## src/rtl/uart_pkg.sv

```systemverilog
// Shared UART definitions: FSM state encoding and bit-period helper.
// Used by both the transmitter and the receiver on the inter-board link.
package uart_pkg;

  typedef enum logic [1:0] {
    IDLE  = 2'd0,
    START = 2'd1,
    DATA  = 2'd2,
    STOP  = 2'd3
  } uart_state_t;

  // Clocks per serial bit; integer divide, remainder is dropped.
  function automatic int unsigned clks_per_bit(input int unsigned clk_hz,
                                               input int unsigned baud);
    return clk_hz / baud;
  endfunction

endpackage

```

## src/rtl/sync_fifo.sv

```systemverilog
// Synchronous first-word-fall-through FIFO.
// Ports: clk, rst (async, active-high), push/wr_data write side,
//        pop/rd_data read side (rd_data is the current head, valid when !empty),
//        count (entries held), full, empty.
module sync_fifo #(
  parameter int unsigned WIDTH = 8,
  parameter int unsigned DEPTH = 4
) (
  input  logic                           clk,
  input  logic                           rst,
  input  logic                           push,
  input  logic [WIDTH-1:0]               wr_data,
  input  logic                           pop,
  output logic [WIDTH-1:0]               rd_data,
  output logic [$clog2(DEPTH+1)-1:0]     count,
  output logic                           full,
  output logic                           empty
);

  localparam int unsigned AW = $clog2(DEPTH);
  localparam int unsigned CW = $clog2(DEPTH + 1);

  if (DEPTH < 2 || (DEPTH & (DEPTH - 1)) != 0) begin : g_depth_check
    $fatal(1, "sync_fifo: DEPTH must be a power of two >= 2");
  end

  logic [WIDTH-1:0] mem [DEPTH];
  logic [AW-1:0]    wr_ptr;
  logic [AW-1:0]    rd_ptr;
  logic             do_push;
  logic             do_pop;

  assign full    = (count == CW'(DEPTH));
  assign empty   = (count == '0);
  assign do_push = push && !full;
  assign do_pop  = pop && !empty;
  assign rd_data = mem[rd_ptr];

  // Storage array; no reset needed, contents are qualified by count.
  always_ff @(posedge clk) begin
    if (do_push) mem[wr_ptr] <= wr_data;
  end

  // Pointers wrap naturally at DEPTH since DEPTH is a power of two.
  always_ff @(posedge clk or posedge rst) begin
    if (rst) begin
      wr_ptr <= '0;
      rd_ptr <= '0;
      count  <= '0;
    end else begin
      if (do_push) wr_ptr <= wr_ptr + AW'(1);
      if (do_pop)  rd_ptr <= rd_ptr + AW'(1);
      case ({do_push, do_pop})
        2'b10:   count <= count + CW'(1);
        2'b01:   count <= count - CW'(1);
        default: count <= count;
      endcase
    end
  end

endmodule

```

## src/rtl/uart_tx_fifo.sv

```systemverilog
// 8N1 UART transmitter with a small input byte FIFO.
// Ports: clk, rst (async, active-high)
//        in_data/in_valid/in_ready : core-side byte push port
//        tx         : serial line, idle high
//        busy       : frame on the line (START..STOP)
//        frame_done : one-cycle pulse on the last clock of each stop bit
//        fifo_count : bytes waiting, excluding the byte in flight
module uart_tx_fifo
  import uart_pkg::*;
#(
  parameter int unsigned CLK_HZ     = 100_000_000,
  parameter int unsigned BAUD       = 115_200,
  parameter int unsigned FIFO_DEPTH = 4
) (
  input  logic                              clk,
  input  logic                              rst,
  input  logic [7:0]                        in_data,
  input  logic                              in_valid,
  output logic                              in_ready,
  output logic                              tx,
  output logic                              busy,
  output logic                              frame_done,
  output logic [$clog2(FIFO_DEPTH+1)-1:0]   fifo_count
);

  localparam int unsigned CPB   = clks_per_bit(CLK_HZ, BAUD);
  localparam int unsigned CNT_W = (CPB > 1) ? $clog2(CPB) : 1;

  if (CPB < 2) begin : g_cpb_check
    $fatal(1, "uart_tx_fifo: CLKS_PER_BIT must be >= 2");
  end

  uart_state_t      state, state_n;
  logic [CNT_W-1:0] cnt, cnt_n;
  logic [2:0]       bit_idx, bit_n;
  logic [7:0]       shift, shift_n;
  logic             tx_n, busy_n, frame_done_n;
  logic             bit_end;
  logic             push, pop;
  logic [7:0]       head;
  logic             fifo_full, fifo_empty;

  assign in_ready = !fifo_full;
  assign push     = in_valid && in_ready;
  assign bit_end  = (cnt == CNT_W'(CPB - 1));

  sync_fifo #(
    .WIDTH (8),
    .DEPTH (FIFO_DEPTH)
  ) u_fifo (
    .clk     (clk),
    .rst     (rst),
    .push    (push),
    .wr_data (in_data),
    .pop     (pop),
    .rd_data (head),
    .count   (fifo_count),
    .full    (fifo_full),
    .empty   (fifo_empty)
  );

  // Next-state logic; outputs are looked ahead from the next state so they register cleanly.
  always_comb begin
    state_n = state;
    cnt_n   = cnt;
    bit_n   = bit_idx;
    shift_n = shift;
    pop     = 1'b0;
    case (state)
      IDLE: begin
        if (!fifo_empty) begin
          pop     = 1'b1;
          shift_n = head;
          cnt_n   = '0;
          state_n = START;
        end
      end
      START: begin
        if (bit_end) begin
          cnt_n   = '0;
          bit_n   = '0;
          state_n = DATA;
        end else begin
          cnt_n = cnt + CNT_W'(1);
        end
      end
      DATA: begin
        if (bit_end) begin
          cnt_n   = '0;
          shift_n = {1'b0, shift[7:1]};
          if (bit_idx == 3'd7) state_n = STOP;
          else                 bit_n   = bit_idx + 3'd1;
        end else begin
          cnt_n = cnt + CNT_W'(1);
        end
      end
      STOP: begin
        if (bit_end) begin
          cnt_n = '0;
          // Chain straight into the next frame when a byte is waiting.
          if (!fifo_empty) begin
            pop     = 1'b1;
            shift_n = head;
            state_n = START;
          end else begin
            state_n = IDLE;
          end
        end else begin
          cnt_n = cnt + CNT_W'(1);
        end
      end
      default: begin
        state_n = IDLE;
        cnt_n   = '0;
      end
    endcase

    case (state_n)
      START:   tx_n = 1'b0;
      DATA:    tx_n = shift_n[0];
      default: tx_n = 1'b1;
    endcase
    busy_n       = (state_n != IDLE);
    frame_done_n = (state_n == STOP) && (cnt_n == CNT_W'(CPB - 1));
  end

  // State and registered outputs; reset drives tx high asynchronously.
  always_ff @(posedge clk or posedge rst) begin
    if (rst) begin
      state      <= IDLE;
      cnt        <= '0;
      bit_idx    <= '0;
      shift      <= '0;
      tx         <= 1'b1;
      busy       <= 1'b0;
      frame_done <= 1'b0;
    end else begin
      state      <= state_n;
      cnt        <= cnt_n;
      bit_idx    <= bit_n;
      shift      <= shift_n;
      tx         <= tx_n;
      busy       <= busy_n;
      frame_done <= frame_done_n;
    end
  end

endmodule

```

## config.mk

```make
export PLATFORM = sky130hd
export DESIGN_NAME = uart_tx_fifo
export DESIGN_NICKNAME = d
export VERILOG_FILES = /design/src/rtl/uart_pkg.sv /design/src/rtl/sync_fifo.sv /design/src/rtl/uart_tx_fifo.sv
export SDC_FILE = /design/constraint.sdc
export NUM_CORES = 1
export LEC_CHECK = 0
export CAP_MARGIN = 0
export CORE_MARGIN = 5
export CORE_UTILIZATION = 30
export CTS_BUF_LIST = sky130_fd_sc_hd__clkbuf_8
export CTS_CLUSTER_SIZE = 12
export DETAILED_ROUTE_END_ITERATION = 7
export PLACE_DENSITY = 0.5
export SLEW_MARGIN = 0
export SYNTH_ARGS = -nofsm -noshare
export SYNTH_HDL_FRONTEND = slang
export SYNTH_SLANG_ARGS = --single-unit
```

## constraint.sdc

```tcl
create_clock -name clk -period 3.5 [get_ports clk]
set_input_delay 0.7 -clock clk [delete_from_list [all_inputs] [get_ports clk]]
set_output_delay 0.7 -clock clk [all_outputs]
set_load 0.1 [all_outputs]
```

Word-level counts from Yosys, hierarchy flattened
Memory sizes are Yosys's and may differ from the RTL's.
Cells that the tools add are included.
{ "totals": {"elab_cells": 74, "regBits": 33, "mem_bits_ro": 0, "memories": 1, "latchBits": 0, "ram_bits": 32} }
{ "mem_list": {"columns": ["memory", "words", "width", "read_ports", "rd_clocked_by_memory_dff", "write_ports", "line", "text"], "rows": [
  ["u_fifo.mem", 4, 8, 1, 0, 1, "sync_fifo.sv:27", "logic [WIDTH-1:0] mem [DEPTH];"]
]} }
{ "classes": {"n_bitwise": 0, "mux": 25, "div_mod_pow": 0, "mul": 0, "n_reduce_logical": 15, "magnitude_cmp": 0, "addsub": 6, "n_eq_ne": 16, "shifts": 0} }
{ "op_table": {"columns": ["operator", "count"], "rows": [
  ["8-bit 2-to-1 mux", 3],
  ["8-bit case mux with 3 select lines", 1],
  ["10-bit equality test, second input constant", 2],
  ["10-bit 2-to-1 mux", 2],
  ["10-bit case mux with 2 select lines", 1],
  ["3-bit case mux with 2 select lines", 2],
  ["10-bit by 1-bit adder with 10-bit output, second input constant", 1],
  ["2-bit equality test, second input constant", 5],
  ["2-bit 2-to-1 mux", 5],
  ["3-bit 2-to-1 mux", 3],
  ["2-bit inequality test, second input constant", 4],
  ["2-bit case mux with 4 select lines", 1],
  ["3-bit by 1-bit adder with 3-bit output, second input constant", 2],
  ["2-bit by 1-bit equality test with 1-bit output, second input constant", 3],
  ["3-bit equality test, second input constant", 2],
  ["2-bit nonzero test", 3],
  ["1-bit 2-to-1 mux", 5],
  ["2-bit by 1-bit adder with 2-bit output, second input constant", 2],
  ["1-bit logical AND", 4],
  ["1-bit case mux with 2 select lines", 2],
  ["4-bit AND reduction", 1],
  ["3-bit zero test", 1],
  ["3-bit AND reduction", 1],
  ["3-bit nonzero test", 1],
  ["other kinds (4)", 5]
]} }

Depth between registers and ports, before layout
{ "logic_depth": {"depth_word": 7, "depth_mapped": 11, "mapped_depth_nobuf": 10} }

Cells and area by module
From an unflattened synthesis, not the netlist that was laid out.
{ "hier_totals": {"hier_cells": 274, "area_unflattened_um2": 3355.7} }
{ "by_module_without_submodules": {"columns": ["module", "area_each_um2", "instances", "cells_each"], "rows": [
  ["uart_tx_fifo", 1759.2, 1, 194],
  ["sync_fifo", 1596.5, 1, 80]
]} }

Worst setup path after synthesis
Ideal clock, no wire load.
{ "synth_path": {"kind": "register to register", "from": "register u_fifo.count[2]", "to": "register u_fifo.count[2]", "setup_time_ns": 0.079, "n_path_buf": 1, "required_ns": 3.421, "setup_slack_ns": -0.062, "path_stages_with_launch": 11, "arrival_ns": 3.482, "period_less_slack_ns": 3.562, "path_cell_list": "dfrtp_1 > buf_6 > nand3_1 > and2_1 > inv_1 > ha_1 > inv_1 > fa_1 > xor2_1 > nor2_1 > xor2_1"} }
{ "synth_rtl": {"columns": ["element", "line", "text"], "rows": [
  ["start, declared", "sync_fifo.sv:15", "output logic [$clog2(DEPTH+1)-1:0] count,"],
  ["start signal, assigned", "sync_fifo.sv:54", "2'b10: count <= count + CW'(1);"],
  ["start signal, assigned", "sync_fifo.sv:55", "2'b01: count <= count - CW'(1);"],
  ["start signal, assigned", "sync_fifo.sv:56", "default: count <= count;"],
  ["3-bit equality test *", "sync_fifo.sv:33", "assign full = (count == CW'(DEPTH));"],
  ["1-bit zero test *", "uart_tx_fifo.sv:43", "assign in_ready = !fifo_full;"],
  ["named net in_ready", "uart_tx_fifo.sv:19", "output logic in_ready,"],
  ["1-bit logical AND", "uart_tx_fifo.sv:44", "assign push = in_valid && in_ready;"],
  ["1-bit logical AND *", "sync_fifo.sv:35", "assign do_push = push && !full;"],
  ["2-bit by 1-bit equality test with 1-bit output / 2-bit equality test (equally long branches)", "sync_fifo.sv:53", "case ({do_push, do_pop})"],
  ["3-bit case mux with 2 select lines / 2-bit nonzero test (equally long branches)", null, null]
]} }
Mark *: on every way through the listed nets, which the timed path passes. The rest lies on a longest branch.
A chain may end at the register's enable or synchronous reset.

Worst setup path in the final report
{ "layout_path": {"from": "register cnt[0]", "to": "register u_fifo.count[2]"} }
{ "layout_between": {"elab_chain_len": 6} }
{ "layout_rtl": {"columns": ["element", "line", "text"], "rows": [
  ["start, declared", "uart_tx_fifo.sv:34", "logic [CNT_W-1:0] cnt, cnt_n;"],
  ["start signal, assigned", "uart_tx_fifo.sv:139", "cnt <= cnt_n;"],
  ["10-bit equality test *", "uart_tx_fifo.sv:45", "assign bit_end = (cnt == CNT_W'(CPB - 1));"],
  ["1-bit 2-to-1 mux *", "uart_tx_fifo.sv:98", "if (bit_end) begin"],
  ["1-bit case mux with 2 select lines *", "uart_tx_fifo.sv:69", "case (state)"],
  ["1-bit logical AND *", "sync_fifo.sv:36", "assign do_pop = pop && !empty;"],
  ["named net u_fifo.do_pop", "sync_fifo.sv:31", "logic do_pop;"],
  ["2-bit by 1-bit equality test with 1-bit output / 2-bit equality test (equally long branches)", "sync_fifo.sv:53", null],
  ["3-bit case mux with 2 select lines / 2-bit nonzero test (equally long branches)", null, null]
]} }
Marks and branches as above.

==> results.json <==
{
  "fin_crit_sh_pct": 85.1,
  "peakVddDrop_v": 0.000374,
  "path_class": "reg -> reg",
  "finalSetupViolCount": 0,
  "grt_setup_unrepaired": "false",
  "start_kind": "flop",
  "comb_power_share_pct": 39.8,
  "die_w_um": 116,
  "required_ns": 3.77,
  "grt_use_total_pct": 11.5,
  "drt_wl_total_um": 6970,
  "synth-seq-cells": 65,
  "nFillCells": 1120,
  "synth-compound-area-share_pct": 14.8,
  "wl_per_cell_um": 15.2,
  "synth_top_cell_area_share_pct": 28.5,
  "post_cts_buffers": 0,
  "setup_slack_ns": 0.522,
  "gp_congestion": 0.865,
  "whs_ns": 0.504,
  "grt_pass1_vias": 2344,
  "power_mw": 3.07,
  "syn_inst": 297,
  "placed_area_um2": 3670,
  "row_count": 38,
  "syn_nets": 323,
  "die_area_um2": 13500,
  "max-slew-margin-rel_pct": 35.7,
  "p_sw_mw": 1.29,
  "initial_utilization_pct": 30.8,
  "nets": 339,
  "clock_skew_ns": 0.00870,
  "hold_class": "reg -> reg",
  "synth.yosys.seq_area_share_pct": 53.0,
  "final-max-slew-violation-count": 0,
  "synthMuxAreaShare_pct": 5.64,
  "min_path_cells": 2,
  "period_minus_slack_ns": 2.98,
  "reg2regPathDepth": 10,
  "synth_edf_count": 32,
  "arrival_ns": 3.25,
  "chipHeight_um": 116,
  "worst_r2r_startpoint": "cnt[0]$_DFF_PP0_",
  "setup.worst_path.end_class": "flop",
  "synth_top_family_by_area": "compound AO/OA/AOI/OAI gates",
  "ys_types": 57,
  "vias_per_cell": 5.13,
  "grt_overflow": 0,
  "grt_max_degree": 34,
  "power.density_nw_per_um2": 792,
  "cts_buffer_depth": 2,
  "synth_area_leader_cell": "edfxtp_1",
  "synth_xor_area_share_pct": 1.56,
  "clkLatencyLatePin_ns": 0.34,
  "layout-drive-gt1-share_pct": 14.2,
  "p_seq_share_pct": 39.1,
  "tightest_slew_ns": 0.962,
  "grt_antenna_before_repair": 0,
  "design_area_um2": 3870,
  "outcome": "completed",
  "swShare_pct": 42.1,
  "cts_buffers": 9,
  "reg2reg_to": "u_fifo.count[2]$_DFFE_PP0P_",
  "postCtsHoldBufs": 0,
  "async_flop_share_pct": 50.8,
  "pre_cts_slack_ns": 0.568,
  "drt_first_pass_iters": 6,
  "dp_hpwl_um": 4830,
  "cts_tree": "yes",
  "finalHoldViolCount": 0,
  "htreeDepth": 3,
  "synth.avg_cell_area_um2": 11.4,
  "syn_area_um2": 3370,
  "power_leakage_nw": 1.45,
  "drt-initial-drc-count": 91,
  "r2r_setup_slack_ns": 0.52,
  "final_common_cell": "nand2_1",
  "area_growth_pct": 14.7,
  "io_buffers": 17,
  "io_pins": 18,
  "route.detailed.drc": 0,
  "ant_nets": 0,
  "antenna_cells": 0,
  "ys_warn_count": 0,
  "tns_ns": 0,
  "synthTopCellsByArea": "edfxtp_1, dfrtp_1, mux4_2",
  "layout.cells.most_common_list": "nand2_1, dfrtp_1, edfxtp_1",
  "design.core.area_um2": 10900,
  "cp_max_fo": 10,
  "grt_pass1_wl_um": 12000,
  "postCtsResizedCells": 0,
  "holdPathEnd": "shift[4]$_DFFE_PP0P_",
  "num_vias": 2348,
  "fmax_mhz": 336,
  "ys.flop_type": "edfxtp_1",
  "p_int_mw": 1.78,
  "clockRootBuffer": "clkbuf_8",
  "synthSimpleGateAreaFrac_pct": 14.8,
  "hp-start": "shift[4]$_DFFE_PP0P_",
  "p_clk_share_pct": 21.2,
  "clock-sinks": 65,
  "clk_pin_slew_worst_paths_ns": 0.08,
  "synth_fa_ha_area_share_pct": 5.79,
  "cap_violations": 0
}
-- kinds of logic (layout without fill, tap and decap cells) --
kind of cell	after synthesis	count (layout)
flip-flops	65	65
buffers and inverters	34	55
adder cells (fa/ha/maj)	15	15
AO/OA/AOI/OAI	77	77
multiplexers	9	9
AND/OR/NAND/NOR	91	91
XOR/XNOR	6	6
-- stage by stage --
step | util, % | cells
finish | 35.4 | 458
global route | 35.4 | 458
CTS | 35.4 | 458
detailed placement | 33.5 | 442
global placement | 33.5 | 442
floorplan | - | 297
-- critical path, stage by stage, from the launching register on --
cell and delay (ns):
dfrtp_1 0.50, ha_1 0.34, nor2b_1 0.45, a41oi_1 0.22, nor3_2 0.32, ha_1 0.24
inv_1 0.06, fa_1 0.37, xor2_1 0.15, nor2_1 0.11, xor2_1 0.14
-- layout make-up --
cell class                      instances  area [µm²]  area share [%]
Multi-Input combinational cell        198        1440            37.3
Clock buffer                            9         124            3.20
Tap cell                              140         175            4.53
Timing Repair Buffer                   23         203            5.24
Sequential cell                        65        1790            46.2
Inverter                               16        60.1            1.55
Clock inverter                          7        76.3            1.97
-- sequential cells by signal, indices dropped and copies added, names as in the netlist --
name           count
u_fifo.rd_ptr      2
bit_idx            3
state              2
u_fifo.wr_ptr      2
busy               1
u_fifo.count       3
tx                 1
shift              8
cnt               10
u_fifo.mem        32
frame_done         1
-- cell usage after synthesis (all sizes together) (2+ instances only) --
master and count:
a21oi 19, nor4 3, nand2b 3, a22o 3
nor4b 2, o21ai 18, nand2 35, nor2 10
inv 16, nor3 6, nor2b 2, clkbuf 12
or4b 2, a31oi 9, ha 14, and2 2
xor2 3, buf 6, o211ai 2, xnor2 3
edfxtp 32, and4 2, or3 2, dfrtp 32
o41ai 3, mux4 8, o31ai 9, nand4 4
and3 7, nand3 8
-- power by group through the flow --
stage,clock network (mW),registers (mW),logic [mW]
after global placement,0,1.22,1.23
after floorplan,0,1.30,0.846
after detailed placement,0,1.22,1.23
final,0.649,1.20,1.22
after global routing,0.712,1.24,1.34
after CTS,0.671,1.21,1.23
-- worst max path at each step --
| stage | start | endpoint | slack, ns | cells after the start |
|---|---|---|---|---|
| floorplan | u_fifo.count[0]$_DFFE_PP0P_ | u_fifo.count[2]$_DFFE_PP0P_ | 0.37 | 11 |
| global placement | cnt[0]$_DFF_PP0_ | u_fifo.count[2]$_DFFE_PP0P_ | 0.66 | 10 |
| detailed placement | cnt[0]$_DFF_PP0_ | u_fifo.count[2]$_DFFE_PP0P_ | 0.57 | 10 |
| CTS | cnt[0]$_DFF_PP0_ | u_fifo.count[2]$_DFFE_PP0P_ | 0.53 | 10 |
| global route | cnt[0]$_DFF_PP0_ | u_fifo.count[2]$_DFFE_PP0P_ | 0.19 | 10 |
| finish | cnt[0]$_DFF_PP0_ | u_fifo.count[2]$_DFFE_PP0P_ | 0.52 | 10 |
-- metal layers --
metal / vias to the layer above / share of wire [%] / global-route usage, %
li1: 1147 / - / -
met1: 1149 / 48 / 15.1
met2: 42 / 48 / 18.2
met3: 10 / 3.5 / 3.76
met4: 0 / 1.4 / 3.71
met5: - / 0 / 0
No activity file was read; power rests on OpenSTA's default activity.
